===== config.mk =====
export PLATFORM = sky130hd
export DESIGN_NAME = score_playback_scheduler
export DESIGN_NICKNAME = d
export VERILOG_FILES = /design/src/rtl/score_playback_scheduler_pkg.sv /design/src/rtl/score_playback_scheduler_note_timer.sv /design/src/rtl/score_playback_scheduler.sv
export SDC_FILE = /design/constraint.sdc
export NUM_CORES = 1
export LEC_CHECK = 0
export CORE_ASPECT_RATIO = 0.9
export CORE_UTILIZATION = 50
export DETAILED_ROUTE_END_ITERATION = 12
export HOLD_SLACK_MARGIN = 0.03
export PLACE_DENSITY = 0.77
export SLEW_MARGIN = 20
export SYNTH_ARGS = -nofsm -noshare
export SYNTH_HDL_FRONTEND = slang
export SYNTH_SLANG_ARGS = --single-unit

===== constraint.sdc =====
create_clock -name clk_1ms -period 2.75 [get_ports clk_1ms]
set_input_delay 0.4125 -clock clk_1ms [delete_from_list [all_inputs] [get_ports clk_1ms]]
set_output_delay 0.4125 -clock clk_1ms [all_outputs]
set_load 0.02 [all_outputs]

===== src/rtl/score_playback_scheduler_pkg.sv =====
// Shared state encoding and score ROM entry layout {length, note, octave}
// for the score playback scheduler.
package score_playback_scheduler_pkg;

    typedef enum logic [2:0] {
        ST_IDLE,
        ST_FETCH,
        ST_PLAY,
        ST_GAP,
        ST_PAUSE,
        ST_DONE
    } state_e;

    localparam int EOF_NOTE_CODE = 15;

    localparam int OCT_LSB  = 0;
    localparam int OCT_MSB  = 3;
    localparam int NOTE_LSB = 4;
    localparam int NOTE_MSB = 7;
    localparam int LEN_LSB  = 8;
    localparam int LEN_MSB  = 23;

    // Length field MSB for a build with a non-default length width.
    function automatic int len_msb(input int len_w);
        return LEN_LSB + len_w - 1;
    endfunction

endpackage


===== src/rtl/score_playback_scheduler_note_timer.sv =====
// Sound/gap down-counter pair: splits a note length into a sounding part and
// a trailing silent gap, then counts each part down while not frozen.
module score_playback_scheduler_note_timer #(
    parameter int LEN_W  = 16,
    parameter int GAP_MS = 20
) (
    input  logic             clk_1ms,
    input  logic             rst,
    input  logic             load_i,
    input  logic [LEN_W-1:0] len_i,
    input  logic             run_i,
    input  logic             freeze_i,
    input  logic             sel_gap_i,
    output logic             snd_last_o,
    output logic             gap_zero_o,
    output logic             gap_last_o
);

    localparam logic [LEN_W-1:0] GAP = LEN_W'(GAP_MS);
    localparam logic [LEN_W-1:0] ONE = LEN_W'(1);

    logic [LEN_W-1:0] snd_q, snd_d;
    logic [LEN_W-1:0] gap_q, gap_d;

    always_comb begin
        snd_d = snd_q;
        gap_d = gap_q;
        if (load_i) begin
            // Short notes get no gap so they still sound for their full length.
            if (len_i > GAP) begin
                snd_d = len_i - GAP;
                gap_d = GAP;
            end else begin
                snd_d = len_i;
                gap_d = '0;
            end
        end else if (run_i && !freeze_i) begin
            if (sel_gap_i) gap_d = gap_q - ONE;
            else           snd_d = snd_q - ONE;
        end
    end

    always_ff @(posedge clk_1ms) begin
        if (rst) begin
            snd_q <= '0;
            gap_q <= '0;
        end else begin
            snd_q <= snd_d;
            gap_q <= gap_d;
        end
    end

    assign snd_last_o = (snd_q == ONE);
    assign gap_zero_o = (gap_q == '0);
    assign gap_last_o = (gap_q == ONE);

endmodule


===== src/rtl/score_playback_scheduler.sv =====
// Song playback sequencer: walks score ROM entries, times notes and gaps,
// handles play/pause/stop. Define SCORE_LOOP_EN to loop the song on EOF.
module score_playback_scheduler
    import score_playback_scheduler_pkg::*;
#(
    parameter int ADDR_W   = 8,
    parameter int LEN_W    = 16,
    parameter int EOF_NOTE = EOF_NOTE_CODE,
    parameter int GAP_MS   = 20
) (
    input  logic              clk_1ms,
    input  logic              rst,
    input  logic              play,
    input  logic              stop,
    input  logic              pause,
    input  logic [ADDR_W-1:0] start_addr,
    output logic [ADDR_W-1:0] rom_addr,
    input  logic [LEN_W+7:0]  rom_data,
    output logic [3:0]        cur_note,
    output logic [3:0]        cur_octave,
    output logic              note_valid,
    output logic              note_start,
    output logic              busy,
    output logic              done,
    output logic [15:0]       elapsed_ms
);

    localparam int LMSB = len_msb(LEN_W);

    state_e state_q, state_d;
    state_e ret_q, ret_d;

    logic [ADDR_W-1:0] addr_q, addr_d;
    logic [3:0]        note_q, note_d;
    logic [3:0]        oct_q, oct_d;
    logic              nstart_q, nstart_d;
    logic              done_q, done_d;
    logic [15:0]       elapsed_q, elapsed_d;
`ifdef SCORE_LOOP_EN
    logic [ADDR_W-1:0] start_q, start_d;
`endif

    logic [LEN_W-1:0] f_len;
    logic [3:0]       f_note;
    logic [3:0]       f_oct;
    logic             f_eof;
    logic             f_skip;
    logic             tmr_load;
    logic             snd_last;
    logic             gap_zero;
    logic             gap_last;

    assign f_len  = rom_data[LMSB:LEN_LSB];
    assign f_note = rom_data[NOTE_MSB:NOTE_LSB];
    assign f_oct  = rom_data[OCT_MSB:OCT_LSB];
    assign f_eof  = (f_note == 4'(EOF_NOTE));
    assign f_skip = (f_len == '0);

    assign tmr_load = (state_q == ST_FETCH) && !stop && !f_eof && !f_skip;

    score_playback_scheduler_note_timer #(
        .LEN_W  (LEN_W),
        .GAP_MS (GAP_MS)
    ) u_timer (
        .clk_1ms    (clk_1ms),
        .rst        (rst),
        .load_i     (tmr_load),
        .len_i      (f_len),
        .run_i      ((state_q == ST_PLAY || state_q == ST_GAP) && !stop),
        .freeze_i   (pause),
        .sel_gap_i  (state_q == ST_GAP),
        .snd_last_o (snd_last),
        .gap_zero_o (gap_zero),
        .gap_last_o (gap_last)
    );

    always_ff @(posedge clk_1ms) begin
        if (rst) begin
            state_q <= ST_IDLE;
            ret_q   <= ST_PLAY;
        end else begin
            state_q <= state_d;
            ret_q   <= ret_d;
        end
    end

    always_comb begin
        state_d = state_q;
        ret_d   = ret_q;
        if (stop) begin
            state_d = ST_IDLE;
        end else begin
            case (state_q)
                ST_IDLE, ST_DONE: if (play) state_d = ST_FETCH;
                ST_FETCH: begin
                    if (f_eof) begin
`ifdef SCORE_LOOP_EN
                        state_d = ST_FETCH;
`else
                        state_d = ST_DONE;
`endif
                    end else if (!f_skip) begin
                        state_d = ST_PLAY;
                    end
                end
                ST_PLAY: begin
                    if (pause) begin
                        ret_d   = ST_PLAY;
                        state_d = ST_PAUSE;
                    end else if (snd_last) begin
                        state_d = gap_zero ? ST_FETCH : ST_GAP;
                    end
                end
                ST_GAP: begin
                    if (pause) begin
                        ret_d   = ST_GAP;
                        state_d = ST_PAUSE;
                    end else if (gap_last) begin
                        state_d = ST_FETCH;
                    end
                end
                ST_PAUSE: if (!pause) state_d = ret_q;
                default:  state_d = ST_IDLE;
            endcase
        end
    end

    always_comb begin
        note_valid = (state_q == ST_PLAY);
        busy       = (state_q == ST_FETCH) || (state_q == ST_PLAY) ||
                     (state_q == ST_GAP)   || (state_q == ST_PAUSE);
    end

    // Address, latched note and elapsed time; stop leaves them all untouched.
    always_comb begin
        addr_d    = addr_q;
        note_d    = note_q;
        oct_d     = oct_q;
        elapsed_d = elapsed_q;
        nstart_d  = 1'b0;
        done_d    = 1'b0;
`ifdef SCORE_LOOP_EN
        start_d   = start_q;
`endif
        if (!stop) begin
            case (state_q)
                ST_IDLE, ST_DONE: begin
                    if (play) begin
                        addr_d    = start_addr;
                        elapsed_d = '0;
`ifdef SCORE_LOOP_EN
                        start_d   = start_addr;
`endif
                    end
                end
                ST_FETCH: begin
                    if (f_eof) begin
                        done_d = 1'b1;
`ifdef SCORE_LOOP_EN
                        addr_d = start_q;
`endif
                    end else if (f_skip) begin
                        addr_d = addr_q + 1'b1;
                    end else begin
                        note_d   = f_note;
                        oct_d    = f_oct;
                        nstart_d = 1'b1;
                    end
                end
                ST_PLAY, ST_GAP: begin
                    if (!pause) begin
                        if (elapsed_q != 16'hFFFF) elapsed_d = elapsed_q + 16'd1;
                        if ((state_q == ST_PLAY && snd_last && gap_zero) ||
                            (state_q == ST_GAP && gap_last))
                            addr_d = addr_q + 1'b1;
                    end
                end
                default: ;
            endcase
        end
    end

    always_ff @(posedge clk_1ms) begin
        if (rst) begin
            addr_q    <= '0;
            note_q    <= '0;
            oct_q     <= '0;
            nstart_q  <= 1'b0;
            done_q    <= 1'b0;
            elapsed_q <= '0;
`ifdef SCORE_LOOP_EN
            start_q   <= '0;
`endif
        end else begin
            addr_q    <= addr_d;
            note_q    <= note_d;
            oct_q     <= oct_d;
            nstart_q  <= nstart_d;
            done_q    <= done_d;
            elapsed_q <= elapsed_d;
`ifdef SCORE_LOOP_EN
            start_q   <= start_d;
`endif
        end
    end

    assign rom_addr   = addr_q;
    assign cur_note   = note_q;
    assign cur_octave = oct_q;
    assign note_start = nstart_q;
    assign done       = done_q;
    assign elapsed_ms = elapsed_q;

endmodule

==> impl_summary.txt <==
----------------------------------------------------
[Timing]
  Slew headroom ... 55.1%
  Unrepaired setup endpoints after global routing ... false
  Aggregate negative setup slack ... 0 ps
  Worst-Margin Slew ... 664 ps
  Count of final max-slew check failures ... 0
  Worst hold margin ... 454 ps
  Number of setup violations in the final report ... 0
  Final cycle utilization of the critical path ... 87.4%
  Final setup skew ... 9.40 ps
  Maximum achievable frequency ... 416 MHz
  Endpoints failing hold ... 0
  Shortest clock period the worst path allows after layout ... 2400 ps

[Synthesis]
  Count of different cell masters after synthesis ... 70
  Cell with the most instances after synthesis ... dfxtp_1
  Yosys top cell area share ... 35.2%
  Post-synth net total ... 528
  Cell Area, Synth ... 3980 µm²
  Area leader, netlist ... dfxtp_1
  Leading cell types by count after synthesis ... dfxtp_1 (70), nor2_1 (64), nand2_1 (48), a21oi_1 (26), xor2_1 (23)
  Post-synth EDFFs ... 0
  Flops & latches, synth ... 70
  Dominant register cell in the synthesized netlist ... dfxtp_1
  Post-synthesis cell count ... 482
  Syn avg cell area ... 8.26 µm²
  Async set-or-reset flop fraction in the synthesized netlist ... 0%
  Fraction of the yosys area taken by sequential cells ... 35.2%
  Ranking of synthesized cells by area ... dfxtp_1 (35%), nor2_1 (6.0%), xor2_1 (5.1%), xnor2_1 (4.6%), nand2_1 (4.5%)
  Yosys warning count ... 0

[Critical path]
  Type of the worst setup path ... reg2reg
  Worst-path cell with the longest stage delay ... nor4b_1
  Endpoint kind of the worst setup timing path ... flop
  Critical path's largest stage delay ... 620 ps
  WP data required ... 3000 ps
  Ordered list of cells on the worst path ... buf_4 -> nand4bb_1 -> nor4b_1 -> nand2b_1 -> or3_1 -> xor2_1 -> nor2_1
  Critical-path maximum fanout ... 11
  Startpoint type of the worst setup path ... flop
  Family with the most delay on the worst path ... simple AND/OR/NAND/NOR gates
  Signal arrival time at the worst endpoint ... 2650 ps
  Crit path buffers/inverters ... 1

[CTS]
  Clock tree buffer depth ... 2
  CTS H-Tree Depth ... 3
  Clock tree from TritonCTS ... yes
  Hold buffer count at cts ... 0
  Post-cts repair resize count ... 0
  Cts bufs inserted ... 9
  Clock latency of the later-clocked register in the worst-skew pair ... 350 ps
  Clk sink count ... 70
  Clock root buffer ... clkbuf_8
  CTS clk-pin slew, worst paths ... 70 ps
  Post-CTS setup buffer count ... 0

[Global routing]
  Residual overflow from global routing ... 0
  First-pass GRT wire length ... 16,200 µm
  Number of antenna violations at the first check in global routing ... 0
  Largest net degree at the start of global routing ... 34
  Global Route Usage Sum ... 24.8%
  Vias in the first global route ... 3,522

[Floorplan]
  Effective utilization at floorplan ... 52.2%
  Width of the die ... 96.1 µm
  Number of core rows ... 30
  Die area ... 8320 µm²
  Core Footprint ... 7620 µm²
  Die boundary height ... 86.7 µm
  I/O pin total ... 73

[Final layout]
  Ratio of cells with drive above 1 in the final layout ... 11.8%
  Number of antenna cells inserted ... 0
  Total Nets Final ... 618
  Total of fill cells in the finished design ... 633
  Area Overhead vs Synth ... 29.6%
  Multi-input combinational cell area ... 2450 µm²
  FF+latch area ... 1400 µm²
  Final standard cell count with taps included and fillers excluded ... 673

[Placement]
  HPWL reported at the end of detailed placement ... 7250 µm
  Final RePlAce weighted congestion ... 0.912
  Number of instances in the placed design ... 657
  PortBufs ... 72

[Job]
  Maxcap violations ... 0

[Detailed routing]
  Via count ... 3,797
  Total Routed Length ... 9730 µm
  Post-detailed-route wirelength per cell ... 14.5 µm
  Routed Antenna Nets ... 0
  DRC Markers ... 0
  Iteration-0 DRC count of the detailed router ... 221
  Avg Vias per Cell ... 5.64
  Total iterations of the first detailed-routing run ... 4

[Power and ir drop]
  Design Power ... 2.47 mW
  Static power due to leakage ... 1.86 nW
  Worst supply voltage drop on vdd ... 307 µV
  Power per cell area ... 478 nW/µm²

[Hold path]
  Type of the most critical hold path ... reg2reg

[Outcome]
  Outcome ... finished, final reports clean

----------------------------------------------------
-- state kept, by name (all words and copies together) (netlist names) --
name and flops:
rom_addr 8, u_timer.snd_q 16, done 1, ret_q 1
elapsed_ms 16, note_start 1, cur_note 4, state_q 3
cur_octave 4, u_timer.gap_q 16
-- area by class of cell --
type / instances / share of cell area, %
well taps: 96 / 2.33
repair buffers: 99 / 18.1
clock buffers: 10 / 2.47
multi-input cells: 381 / 47.4
clock inverters: 6 / 1.67
flip-flops and latches: 70 / 27.2
inverters: 11 / 0.800
-- through the flow --
step           util (%)  worst slack, ps  cell area [µm²]
5_1_grt            67.7              166             5160
4_1_cts            67.7              374             5160
3_5_place_dp       64.9             68.7             4950
6_report           67.7              348             5160
3_3_place_gp       64.9              105             4950
2_1_floorplan         -              554             3980
-- kinds of logic (layout without fill, tap and decap cells) --
| group | Yosys count | after routing | synth area share, % |
|---|---|---|---|
| AND/OR/NAND/NOR | 232 | 232 | 31.2 |
| AO/OA/AOI/OAI | 90 | 90 | 16.2 |
| buffers and inverters | 31 | 126 | 3.30 |
| flip-flops | 70 | 70 | 35.2 |
| adder cells (fa/ha/maj) | 9 | 9 | 2.83 |
| XOR/XNOR | 44 | 44 | 9.68 |
| multiplexers | 6 | 6 | 1.54 |
-- worst register-to-register path, delay by kind of cell (launching register included) --
kind / cells / cell delay, ps
simple gates: 5 / 1430
flops: 1 / 510
buf+inv: 1 / 220
xor+xnor: 1 / 140
-- placed cells by master (no fill, tap or decap), types with 15 or more instances in the layout --
master            n
xor2_1           23
xnor2_1          21
nor3_1           15
clkdlybuf4s50_1  72
nor4_1           15
a21oi_1          26
or3_1            16
dfxtp_1          70
nand2_1          48
a211oi_1         15
buf_4            26
nor2_1           64
-- per-layer routing --
metal / GRT usage, % / wire length (µm) / part of all wire [%]
met5: 0 / 0 / 0
met1: 30.7 / 4360 / 45
met4: 8.14 / 127 / 1.3
met3: 7.46 / 595 / 6.1
met2: 41.1 / 4650 / 48
-- report_power, final --
group / switching (mW) / internal [mW] / total [mW]
sequential: 0.0476 / 1.05 / 1.10
combinational: 0.241 / 0.225 / 0.467
clock: 0.390 / 0.509 / 0.899
total: 0.679 / 1.79 / 2.47
-- path summary, 6_finish.rpt --
kind | startpoint | end | slack, ps | depth (start not counted)
setup / recovery | state_q[0] | u_timer.gap_q[14] | 350 | 7
hold / removal | cur_note[2] | cur_note[2] | 450 | 2
setup reg to reg | state_q[0] | u_timer.gap_q[14] | 350 | 7
hold reg to reg | cur_note[2] | cur_note[2] | 450 | 2
(Power assumes the default switching activity.)
